### src/rtl/clock_source_pkg.sv
// Shared defaults and per-channel state record for clock_source_div.
// Optional phase alignment is built with CLKSRC_PHASE_SYNC_EN.
package clock_source_pkg;

   localparam int NCH_DEF  = 2;
   localparam int DIVW_DEF = 8;
   localparam int MAX_NCH  = 8;

   typedef struct packed {
      logic active;
      logic pend;
      logic inv_act;
      logic arm;
   } ch_state_t;

endpackage

### src/rtl/clock_source_div_ch.sv
// One divider channel: counter, shadow ratio, boundary-applied updates.
// CLKSRC_PHASE_SYNC_EN adds i_sync, which forces a period boundary.
module clock_source_div_ch
   import clock_source_pkg::*;
#(
   parameter int DIVW = DIVW_DEF
) (
   input  logic            clk,
   input  logic            rst,
   input  logic            i_en,
   input  logic            i_ld,
   input  logic [DIVW-1:0] i_val,
   input  logic            i_inv,
   input  logic            i_scan,
`ifdef CLKSRC_PHASE_SYNC_EN
   input  logic            i_sync,
`endif
   output logic            o_ce,
   output logic            o_divclk,
   output logic            o_active,
   output logic            o_pend
);

   logic [DIVW-1:0] r_cnt;
   logic [DIVW-1:0] r_dact;
   logic [DIVW-1:0] r_dshd;
   ch_state_t       r_st;
   logic            r_scan;
   logic            r_divclk;

   logic [DIVW-1:0] w_cnt_n;
   logic [DIVW-1:0] w_dact_n;
   logic [DIVW-1:0] w_dshd_n;
   ch_state_t       w_st_n;
   logic            w_wrap;
   logic            w_bnd;
   logic [DIVW:0]   w_half;
   logic            w_raw_n;

   assign w_wrap = r_st.active && (r_cnt == r_dact);

`ifdef CLKSRC_PHASE_SYNC_EN
   assign w_bnd = r_st.active && (w_wrap || i_sync);
`else
   assign w_bnd = w_wrap;
`endif

   always_comb begin
      w_cnt_n  = r_cnt;
      w_dact_n = r_dact;
      w_dshd_n = r_dshd;
      w_st_n   = r_st;
      if (!i_scan) begin
         if (i_ld) begin
            w_dshd_n    = i_val;
            w_st_n.pend = 1'b1;
         end
         if (!r_st.active) begin
            w_cnt_n        = '0;
            w_st_n.inv_act = i_inv;
            w_st_n.arm     = i_en;
            if (r_st.pend) begin
               w_dact_n = r_dshd;
               if (!i_ld) begin
                  w_st_n.pend = 1'b0;
               end
            end
            // enable sampled last cycle starts the first period now
            if (r_st.arm) begin
               w_st_n.active = 1'b1;
               w_st_n.arm    = 1'b0;
            end
         end else if (w_bnd) begin
            w_cnt_n        = '0;
            w_st_n.inv_act = i_inv;
            if (i_ld) begin
               w_dact_n    = i_val;
               w_st_n.pend = 1'b0;
            end else if (r_st.pend) begin
               w_dact_n    = r_dshd;
               w_st_n.pend = 1'b0;
            end
            if (!i_en) begin
               w_st_n.active = 1'b0;
            end
         end else begin
            w_cnt_n = r_cnt + DIVW'(1);
         end
      end
      w_half  = ({1'b0, w_dact_n} + {{DIVW{1'b0}}, 1'b1}) >> 1;
      w_raw_n = w_st_n.active && ({1'b0, w_cnt_n} < w_half);
   end

   always_ff @(posedge clk) begin
      if (rst) begin
         r_cnt    <= '0;
         r_dact   <= '0;
         r_dshd   <= '0;
         r_st     <= '0;
         r_scan   <= 1'b0;
         r_divclk <= 1'b0;
      end else begin
         r_cnt    <= w_cnt_n;
         r_dact   <= w_dact_n;
         r_dshd   <= w_dshd_n;
         r_st     <= w_st_n;
         r_scan   <= i_scan;
         r_divclk <= i_scan ? 1'b0 : (w_raw_n ^ w_st_n.inv_act);
      end
   end

   assign o_ce     = r_scan | w_wrap;
   assign o_divclk = r_divclk;
   assign o_active = r_st.active;
   assign o_pend   = r_st.pend;

endmodule

### src/rtl/clock_source_div.sv
// Multi-channel clock-enable / divided-clock generator.
// Define CLKSRC_PHASE_SYNC_EN to add the sync_pulse phase-alignment input.
module clock_source_div
   import clock_source_pkg::*;
#(
   parameter int NCH  = NCH_DEF,
   parameter int DIVW = DIVW_DEF
) (
   input  logic                clk,
   input  logic                rst,
   input  logic [NCH-1:0]      ch_en,
   input  logic [NCH-1:0]      div_ld,
   input  logic [NCH*DIVW-1:0] div_val,
   input  logic [NCH-1:0]      inv,
   input  logic                scan_mode,
`ifdef CLKSRC_PHASE_SYNC_EN
   input  logic                sync_pulse,
`endif
   output logic [NCH-1:0]      ce,
   output logic [NCH-1:0]      divclk,
   output logic [NCH-1:0]      ch_active,
   output logic [NCH-1:0]      upd_pend
);

   for (genvar g = 0; g < NCH; g++) begin : g_ch
      clock_source_div_ch #(
         .DIVW (DIVW)
      ) u_ch (
         .clk      (clk),
         .rst      (rst),
         .i_en     (ch_en[g]),
         .i_ld     (div_ld[g]),
         .i_val    (div_val[g*DIVW +: DIVW]),
         .i_inv    (inv[g]),
         .i_scan   (scan_mode),
`ifdef CLKSRC_PHASE_SYNC_EN
         .i_sync   (sync_pulse),
`endif
         .o_ce     (ce[g]),
         .o_divclk (divclk[g]),
         .o_active (ch_active[g]),
         .o_pend   (upd_pend[g])
      );
   end

endmodule

### config.mk
export PLATFORM = sky130hd
export DESIGN_NAME = clock_source_div
export DESIGN_NICKNAME = d
export VERILOG_FILES = /design/src/rtl/clock_source_pkg.sv /design/src/rtl/clock_source_div_ch.sv /design/src/rtl/clock_source_div.sv
export SDC_FILE = /design/constraint.sdc
export NUM_CORES = 1
export LEC_CHECK = 0
export CORE_UTILIZATION = 53
export CTS_CLUSTER_SIZE = 12
export DETAILED_ROUTE_END_ITERATION = 8
export PLACE_DENSITY = 0.81
export SLEW_MARGIN = 20
export SYNTH_ARGS = -nofsm -noshare
export SYNTH_HDL_FRONTEND = slang
export SYNTH_SLANG_ARGS = --single-unit
### constraint.sdc
create_clock -name clk -period 3.45 [get_ports clk]
set_input_delay 0.69 -clock clk [delete_from_list [all_inputs] [get_ports clk]]
set_output_delay 0.69 -clock clk [all_outputs]
set_load 0.1 [all_outputs]
# Yosys cells after proc, flatten, opt, wreduce, memory -nomap -nowiden
# Cells that the tools add are included.
[totals]
mem_bits_rw = 0
regBits = 59
inputBits = 25
latch_bits = 0
output_inout_bits = 8
word_cells = 81
mem_count = 0
mem_bits_ro = 0
[op_classes]
n_div = 0
add_sub_neg = 4
mux = 40
n_reduce_logical = 9
order_cmp = 2
eq_ne = 2
multipliers = 0
n_bitwise = 7
shifts = 0
[ops]
columns = ["cell", "n"]
rows = [
  ["two-way mux 8 bit", 16],
  ["adder 8 x 1 -> 9 bit, second input constant", 2],
  ["two-way mux 1 bit", 18],
  ["adder 8 x 1 -> 8 bit, second input constant", 2],
  ["== test 8 bit", 2],
  ["less-than comparator 8 bit", 2],
  ["two-way mux 3 bit", 4],
  ["two-way mux 4 bit", 2],
  ["AND reduction 2 bit", 4],
  ["logical AND 1 bit", 4],
  ["inverter 1 bit", 3],
  ["OR 1 bit", 2],
  ["OR reduction 2 bit", 1],
  ["XOR 1 bit", 2],
]

# Logic depth before layout (Yosys ltp)
[depth]
depth_word = 9
depth_mapped = 20
mapped_depth_nobuf = 18

# By module
# A second synthesis with hierarchy kept.
[unflattened]
hier_cells = 474
hier_area_um2 = 3696.0
[modules_own_cells]
columns = ["mod", "instances", "cells_per_inst", "seq_area_each_um2", "area_each_um2"]
rows = [
  ["clock_source_div_ch", 2, 237, 600.6, 1848.0],
]

# Worst setup path after synthesis
# OpenSTA, ideal clock, no wires.
[synth_path]
path_type = "input port to flip-flop"
from = "input scan_mode"
to = "register g_ch[1].u_ch.r_divclk"
slack_ps = -85
required_ps = 3320
arrival_time_ps = 3405
setup_time_ps = 130
path_buffers = 2
stages = 18
cell_sequence = "buf_2 -> inv_1 -> clkbuf_1 -> nand2_1 -> nor2_1 -> o221ai_1 -> inv_1 -> ha_1 -> inv_1 -> or4_1 -> ha_1 -> nand4_1 -> nor2_1 -> nor2_1 -> nand2_1 -> a211oi_1 -> xor2_1 -> nor3_1"
[synth_via]
elab_chain_len = 5
word_cells_on_any_way = 8
cone_classes = "add/sub (1); order compare (1); mux (3); bitwise (1); reduce/logical (2)"
[synth_lines]
columns = ["item", "line", "source"]
rows = [
  ["from (decl)", "clock_source_div.sv:15", "input logic scan_mode,"],
  ["two-way mux 8 bit", "clock_source_div_ch.sv:53", "if (!i_scan) begin"],
  ["named net g_ch[1].u_ch.w_dact_n[1]", "clock_source_div_ch.sv:32", "logic [DIVW-1:0] w_dact_n;"],
  ["adder 8 x 1 -> 9 bit", "clock_source_div_ch.sv:90", "w_half = ({1'b0, w_dact_n} + {{DIVW{1'b0}}, 1'b1}) >> 1;"],
  ["less-than comparator 8 bit", "clock_source_div_ch.sv:91", "w_raw_n = w_st_n.active && ({1'b0, w_cnt_n} < w_half);"],
  ["logical AND 1 bit", "clock_source_div_ch.sv:91", ""],
  ["XOR 1 bit", "clock_source_div_ch.sv:108", "r_divclk <= i_scan ? 1'b0 : (w_raw_n ^ w_st_n.inv_act);"],
  ["to (signal assigned)", "clock_source_div_ch.sv:108", ""],
  ["to (decl)", "clock_source_div_ch.sv:29", "logic r_divclk;"],
]
# The timed path passes the listed nets, and every way through them passes these cells.
# A chain may end at the register's enable or synchronous reset.

# Final worst setup path
[layout_path]
from = "register g_ch[1].u_ch.r_cnt[5]"
to = "register g_ch[1].u_ch.r_divclk"
[layout_via]
elab_chain_len = 9
word_cells_on_any_way = 16
cone_classes = "add/sub (2); order compare (1); eq/ne (1); mux (9); bitwise (1); reduce/logical (2)"
[layout_lines]
columns = ["item", "line", "source"]
rows = [
  ["from (decl)", "clock_source_div_ch.sv:24", "logic [DIVW-1:0] r_cnt;"],
  ["from (signal assigned)", "clock_source_div_ch.sv:103", "r_cnt <= w_cnt_n;"],
  ["== test 8 bit", "clock_source_div_ch.sv:40", "assign w_wrap = r_st.active && (r_cnt == r_dact);"],
  ["logical AND 1 bit", "clock_source_div_ch.sv:40", ""],
  ["two-way mux 8 bit", "clock_source_div_ch.sv:73", "end else if (w_bnd) begin"],
  ["two-way mux 8 bit", "clock_source_div_ch.sv:58", "if (!r_st.active) begin"],
  ["two-way mux 8 bit", "clock_source_div_ch.sv:53", ""],
  ["named net g_ch[1].u_ch.w_dact_n[1]", "clock_source_div_ch.sv:32", ""],
  ["adder 8 x 1 -> 9 bit", "clock_source_div_ch.sv:90", ""],
  ["less-than comparator 8 bit", "clock_source_div_ch.sv:91", ""],
  ["logical AND 1 bit", "clock_source_div_ch.sv:91", ""],
  ["XOR 1 bit", "clock_source_div_ch.sv:108", ""],
]
# The timed path passes the listed nets, and every way through them passes these cells.

==> results.ini <==
[run_status]
status=finished with violations
violations=negative setup slack

[yosys]
ys_warn_count=0
synth_ff_type=dfxtp_1
syn_area_sq_um=3860
syn-num-nets=526
synth_largest_area_cell=dfxtp_1
synthCells=483
ys_ff_latch=59
postSynthAreaPerCell_sq_um=7.98
synth_cell_type_count=65
synth_edf_count=0
async_flop_share_pct=0
synth_area_leaders=dfxtp_1 (31%), xnor2_1 (6.1%), ha_1 (5.8%), nand2_1 (5.5%), nor2_1 (4.4%)
ys_seq_area_share_pct=30.6
synth_top_area_share_pct=30.6

[drt]
wl_per_cell_microns=16.9
vias=3982
dr.pass1.iters=4
drt_iter0_drc=219
postRouteAntennaNets=0
viasPerCell=5.85
drt-total-wl_mm=11.5
drc=0

[worst_hold_path]
hold_depth=2
min_path_type=register to register
hp-start=g_ch[1].u_ch.r_dshd[1]
hold_path_end=g_ch[1].u_ch.r_dshd[1]

[run]
maxCapViolCount=0

[worst_setup_path]
r2r_cells=19
critPathCaptureType=register
regToRegSetupSlack_ns=-0.14
crit_type=register to register
path_max_fanout=6
worstSetupStartpointType=register
r2r_end=g_ch[1].u_ch.o_divclk
reg2reg_from=g_ch[1].u_ch.r_cnt[5]
crit_required_ns=3.69
arrival_ns=3.83

[cts]
htree_levels=3
numCtsBuffers=9
cts_sinks=59
cts_buffer_depth=2
clk_pin_slew_worst_paths_ns=0.07
clk_latency_ns=0.36
cts_tree=yes
cts_root_buf=clkbuf_8

[layout]
num-nets-final=624
layout_common_cells=buf_4 (92), nand2_1 (56), dfxtp_1 (48)
syn2layout_area_growth_pct=33.3
final_common_cell=buf_4
drive_gt1_share_pct=29.1
antenna_cells=0
final_cells=681
post-route-util_pct=74.4

[floorplanning]
ios=33
die_w_microns=87.3
start_util_pct=55.8
rows=30
die-area_sq_um=7620
fp.dieH_microns=87.3
design.core.area_sq_um=6910

[global_route]
grt_start_max_net_pins=42
grt_overflow=0
grt_pass1_vias=3893
antenna_found_initial=0
track_usage_pct=30.5
grt_pass1_wl_mm=17.9

[place]
dp_slack_ns=-0.569
dp_hpwl_mm=8.00
dp.cells=659
io_buffers=32
gp_congestion=0.966

[pwr]
ir_worst_vdd_mv=0.309
power.leakage_uw=0.00204
power.density_nw_per_um2=360

[timing]
timing.final.crit_share_pct=104
slew_viol_final=0
setup_viol=1
whs_ns=0.455
tightest_slew_ns=0.967
setup_ws_ns=-0.144
rsz0062_at_grt=true
slew_headroom_pct=35.4
fmax_mhz=278
skew_ns=0.00689
fin_crit_ns=3.59
hold_viol=0

-- critical path: stages, from the launching register on --
cell and delay [ns]:
dfxtp_4 0.36, xnor2_2 0.17, nand4_1 0.18, buf_6 0.18, o31a_1 0.32, or3_1 0.33
o221ai_2 0.08, inv_1 0.08, ha_2 0.20, nand2_2 0.06, nor2_2 0.04, xnor2_1 0.13
ha_1 0.33, a21oi_2 0.17, nor2b_1 0.08, o21ai_1 0.14, nand2_1 0.09, a211oi_2 0.25
xor2_1 0.21, nor3_1 0.06
-- sequential cells by signal, summed over array words and instances (netlist names) --
signal,cells
g_ch.u_ch.r_dshd,16
g_ch.u_ch.o_active,2
g_ch.u_ch.r_st,4
g_ch.u_ch.o_pend,2
g_ch.u_ch.r_cnt,16
g_ch.u_ch.r_dact,16
g_ch.u_ch.o_divclk,2
g_ch.u_ch.r_scan,1
-- cells by family after synthesis --
kind of cell	share of synthesized area (%)
adders and majority gates	5.84
xor gates and xnor gates	8.18
and+or+nand+nor	25.4
DFF	30.6
muxes	2.69
AOI/OAI and AO/OA	21.0
buffers and inverters	6.29
-- where the power goes --
group / switching, uW / total, uW / internal, uW
Combinational: 304 / 552 / 247
Sequential: 27.6 / 737 / 710
Clock: 290 / 562 / 271
-- cells in the mapped netlist (all sizes together) (9+ instances only) --
cell type / count
nand3: 13
xor2: 9
xnor2: 27
clkbuf: 17
inv: 16
ha: 18
and2: 15
dfxtp: 59
nand2: 57
nand2b: 10
nor2: 46
a21oi: 32
buf: 17
nand4: 9
nor3: 17
o21ai: 24
-- layer usage --
| layer | part of all wire [%] | global-route usage [%] | up-vias |
|---|---|---|---|
| met5 | 0 | 0 | - |
| met4 | 3.6 | 12.1 | 0 |
| met3 | 5.8 | 7.58 | 45 |
| met2 | 53 | 56.7 | 139 |
| met1 | 38 | 32.7 | 1895 |
| li1 | - | - | 1903 |
-- cell type report --
| class | instances | area [sq um] |
|---|---|---|
| clock inverters | 5 | 30.0 |
| clock buffers | 10 | 138 |
| flip-flops and latches | 59 | 1200 |
| fillers | 525 | 1770 |
| repair buffers | 121 | 986 |
| inverters | 16 | 60.1 |
| well taps | 96 | 120 |
| multi-input cells | 374 | 2610 |
-- worst max-delay path by stage --
stage	startpoint	endpoint	cells after the start
2_1_floorplan	scan_mode	g_ch[1].u_ch.o_divclk	18
3_3_place_gp	div_ld[0]	g_ch[0].u_ch.o_divclk	16
3_5_place_dp	scan_mode	g_ch[0].u_ch.o_divclk	15
4_1_cts	g_ch[0].u_ch.r_cnt[6]	g_ch[0].u_ch.o_divclk	16
5_1_grt	g_ch[1].u_ch.r_cnt[5]	g_ch[1].u_ch.o_divclk	18
6_report	g_ch[1].u_ch.r_cnt[5]	g_ch[1].u_ch.o_divclk	19
-- what timing repair did --
item	4_1_cts	5_1_grt
setup buffers	6	1
gates resized for setup	11	46
endpoints found under the setup margin	2	2
hold buffers	0	0
pin swaps	5	18
-- per-stage QoR --
| step | total power [uW] | TNS, ns | area, sq um |
|---|---|---|---|
| after floorplan | 1060 | 0 | 3860 |
| after CTS | 1820 | 0 | 4970 |
| after global placement | 1230 | -0.997 | 4730 |
| after detailed placement | 1240 | -1.11 | 4730 |
| final | 1850 | -0.144 | 5140 |
| after global routing | 1920 | -0.397 | 5140 |
No activity file was read; power rests on OpenSTA's default activity.
==> RTL change, RTL diff (same settings) <==
Reset style: asynchronous (`rst`), changed in one clocked block.
--- a/src/rtl/clock_source_div_ch.sv
+++ b/src/rtl/clock_source_div_ch.sv
@@ -93,3 +93,3 @@
 
-   always_ff @(posedge clk) begin
+   always_ff @(posedge clk or posedge rst) begin
       if (rst) begin
Function: differs if rst is asserted again (counterexample within 4 cycles, from zero or initial values and one cycle with rst high); with rst held inactive, the same outputs for 4 cycles.
==> RTL change against the unedited design <==
- sequential share of layout area rose by 4.9 points
- worst hold slack improved by 0.057 ns
- synthesized cell count fell by 15%
- area after synthesis fell by 0.32%
- sequential cell count did not move
- global-route usage fell by 0.84 points
- wire length fell by 2.5%
- largest cell class unchanged
- the run still ends with negative setup slack left
- design area rose by 2.3%
- first-iteration DRC count rose by 33%
- worst setup slack got worse by 0.0051 ns
Power is not compared: it rests on default switching activity, and its combinational part moved more than twofold at a synthesized area within 25%.
==> RTL change: results (changes against the unedited design) <==
{| class="wikitable"
! Metric !! Value
|-
| Worst Clk Skew || 0.01075 ns (was 0.006887 ns)
|-
| Met2 demand-to-capacity share in global routing || 44.17% (was 56.75%)
|-
| Most used standard cells in the synthesized netlist || sky130_fd_sc_hd__dfrtp_1 (59), sky130_fd_sc_hd__nor2_1 (44), sky130_fd_sc_hd__nand2_1 (32), sky130_fd_sc_hd__xnor2_1 (27), sky130_fd_sc_hd__a21oi_1 (25) (was sky130_fd_sc_hd__dfxtp_1 (59), sky130_fd_sc_hd__nand2_1 (57), sky130_fd_sc_hd__nor2_1 (45), sky130_fd_sc_hd__a21oi_1 (31), sky130_fd_sc_hd__xnor2_1 (27))
|-
| Footprint of the flip-flops and latches || 0.001481 mm^2 (was 0.001197 mm^2)
|-
| Maximum number of pins on one net before global-route repair || 60 (was 42)
|-
| Predominant post-synthesis flop cell || sky130_fd_sc_hd__dfrtp_1 (was sky130_fd_sc_hd__dfxtp_1)
|-
| Total routing usage reported by global routing || 29.63% (was 30.48%)
|-
| Met1 routed wirelength after detailed routing || 4909 um (was 4373 um)
|-
| Worst setup path end || g_ch[1].u_ch.o_divclk$_DFF_PP0_ (was g_ch[1].u_ch.o_divclk$_SDFF_PP0_)
|-
| Detailed-routing iteration count for the pre-antenna-repair pass || 5 (was 4)
|-
| Layout cells sized above 1 || 34.70% (was 29.06%)
|-
| Non-Filler Instances || 609 (was 681)
|-
| Fraction of met1 tracks used by global routing || 43.00% (was 32.73%)
|-
| Average wire length per cell after detail routing || 18.42 um (was 16.89 um)
|-
| Max stage delay on crit path || 0.42 ns (was 0.36 ns)
|-
| Setup-failing EPs final || 1 (unchanged)
|-
| Worst path slowest cell || sky130_fd_sc_hd__dfrtp_1 (was sky130_fd_sc_hd__dfxtp_4)
|-
| First-pass GRT wire length || 17050 um (was 17880 um)
|-
| Initial DRC Count || 292 (was 219)
|-
| Syn_area_per_cell || 9.329 um^2 (was 7.984 um^2)
|-
| Slew at the pin closest to its max-slew limit || 0.9708 ns (was 0.9666 ns)
|-
| Layout buffer count excluding clock buffers || 108 (was 121)
|-
| Violated checks || negative setup slack (unchanged)
|-
| Min-Delay Startpoint || g_ch[1].u_ch.r_dshd[6]$_DFFE_PP0P_ (was g_ch[1].u_ch.r_dshd[1]$_SDFFE_PP0P_)
|-
| Worst Hold Path EP || g_ch[1].u_ch.r_dshd[6]$_DFFE_PP0P_ (was g_ch[1].u_ch.r_dshd[1]$_SDFFE_PP0P_)
|-
| Global placer's final weighted congestion || 0.9361 (was 0.9656)
|-
| Multi-input gate share of the layout cell area || 47.98% (was 50.74%)
|-
| Fill cell instance count of the final layout || 460 (was 525)
|-
| Number of global-route vias before repair || 3454 (was 3893)
|-
| Syn nets || 455 (was 526)
|-
| Routed met2 length || 5075 um (was 6049 um)
|-
| Clock buffer cells || 11 (was 10)
|-
| Outcome || complete, but fails checks (unchanged)
|-
| Final worst slack || -0.1491 ns (was -0.1440 ns)
|-
| Placed cell count || 582 (was 659)
|-
| DR vias || 3688 (was 3982)
|}
==> RTL change: per-stage QoR <==
| stage | setup TNS [ns] | utilization [%] | area (um^2) |
|---|---|---|---|
| final | -0.1491 | 76.12 | 5258 |
| after global routing | -0.3148 | 76.12 | 5258 |
| after CTS | 0 | 70.82 | 4891 |
| after detailed placement | -0.7901 | 67.12 | 4636 |
| after global placement | -0.5845 | 67.12 | 4636 |
| after floorplan | 0 | - | 3844 |
==> RTL change: logic make-up (layout without fill, tap and decap cells) <==
family                     Yosys count  count (layout)  share of synthesized area [%]
and+or+nand+nor                    150             150                          21.22
AOI/OAI and AO/OA                   96              96                          16.41
muxes                               21              21                          5.990
buffers and inverters               33             134                          4.134
adders and majority gates           18              18                          5.859
DFF                                 59              59                          38.41
xor gates and xnor gates            35              35                          7.975
==> RTL change: timing repair <==
item	in CTS	in global routing
pin swaps	1	32
endpoints found under the setup margin	1	2
gates cloned	0	0
resized for setup	5	56
hold endpoints to repair	0	0
buffers inserted	2	9
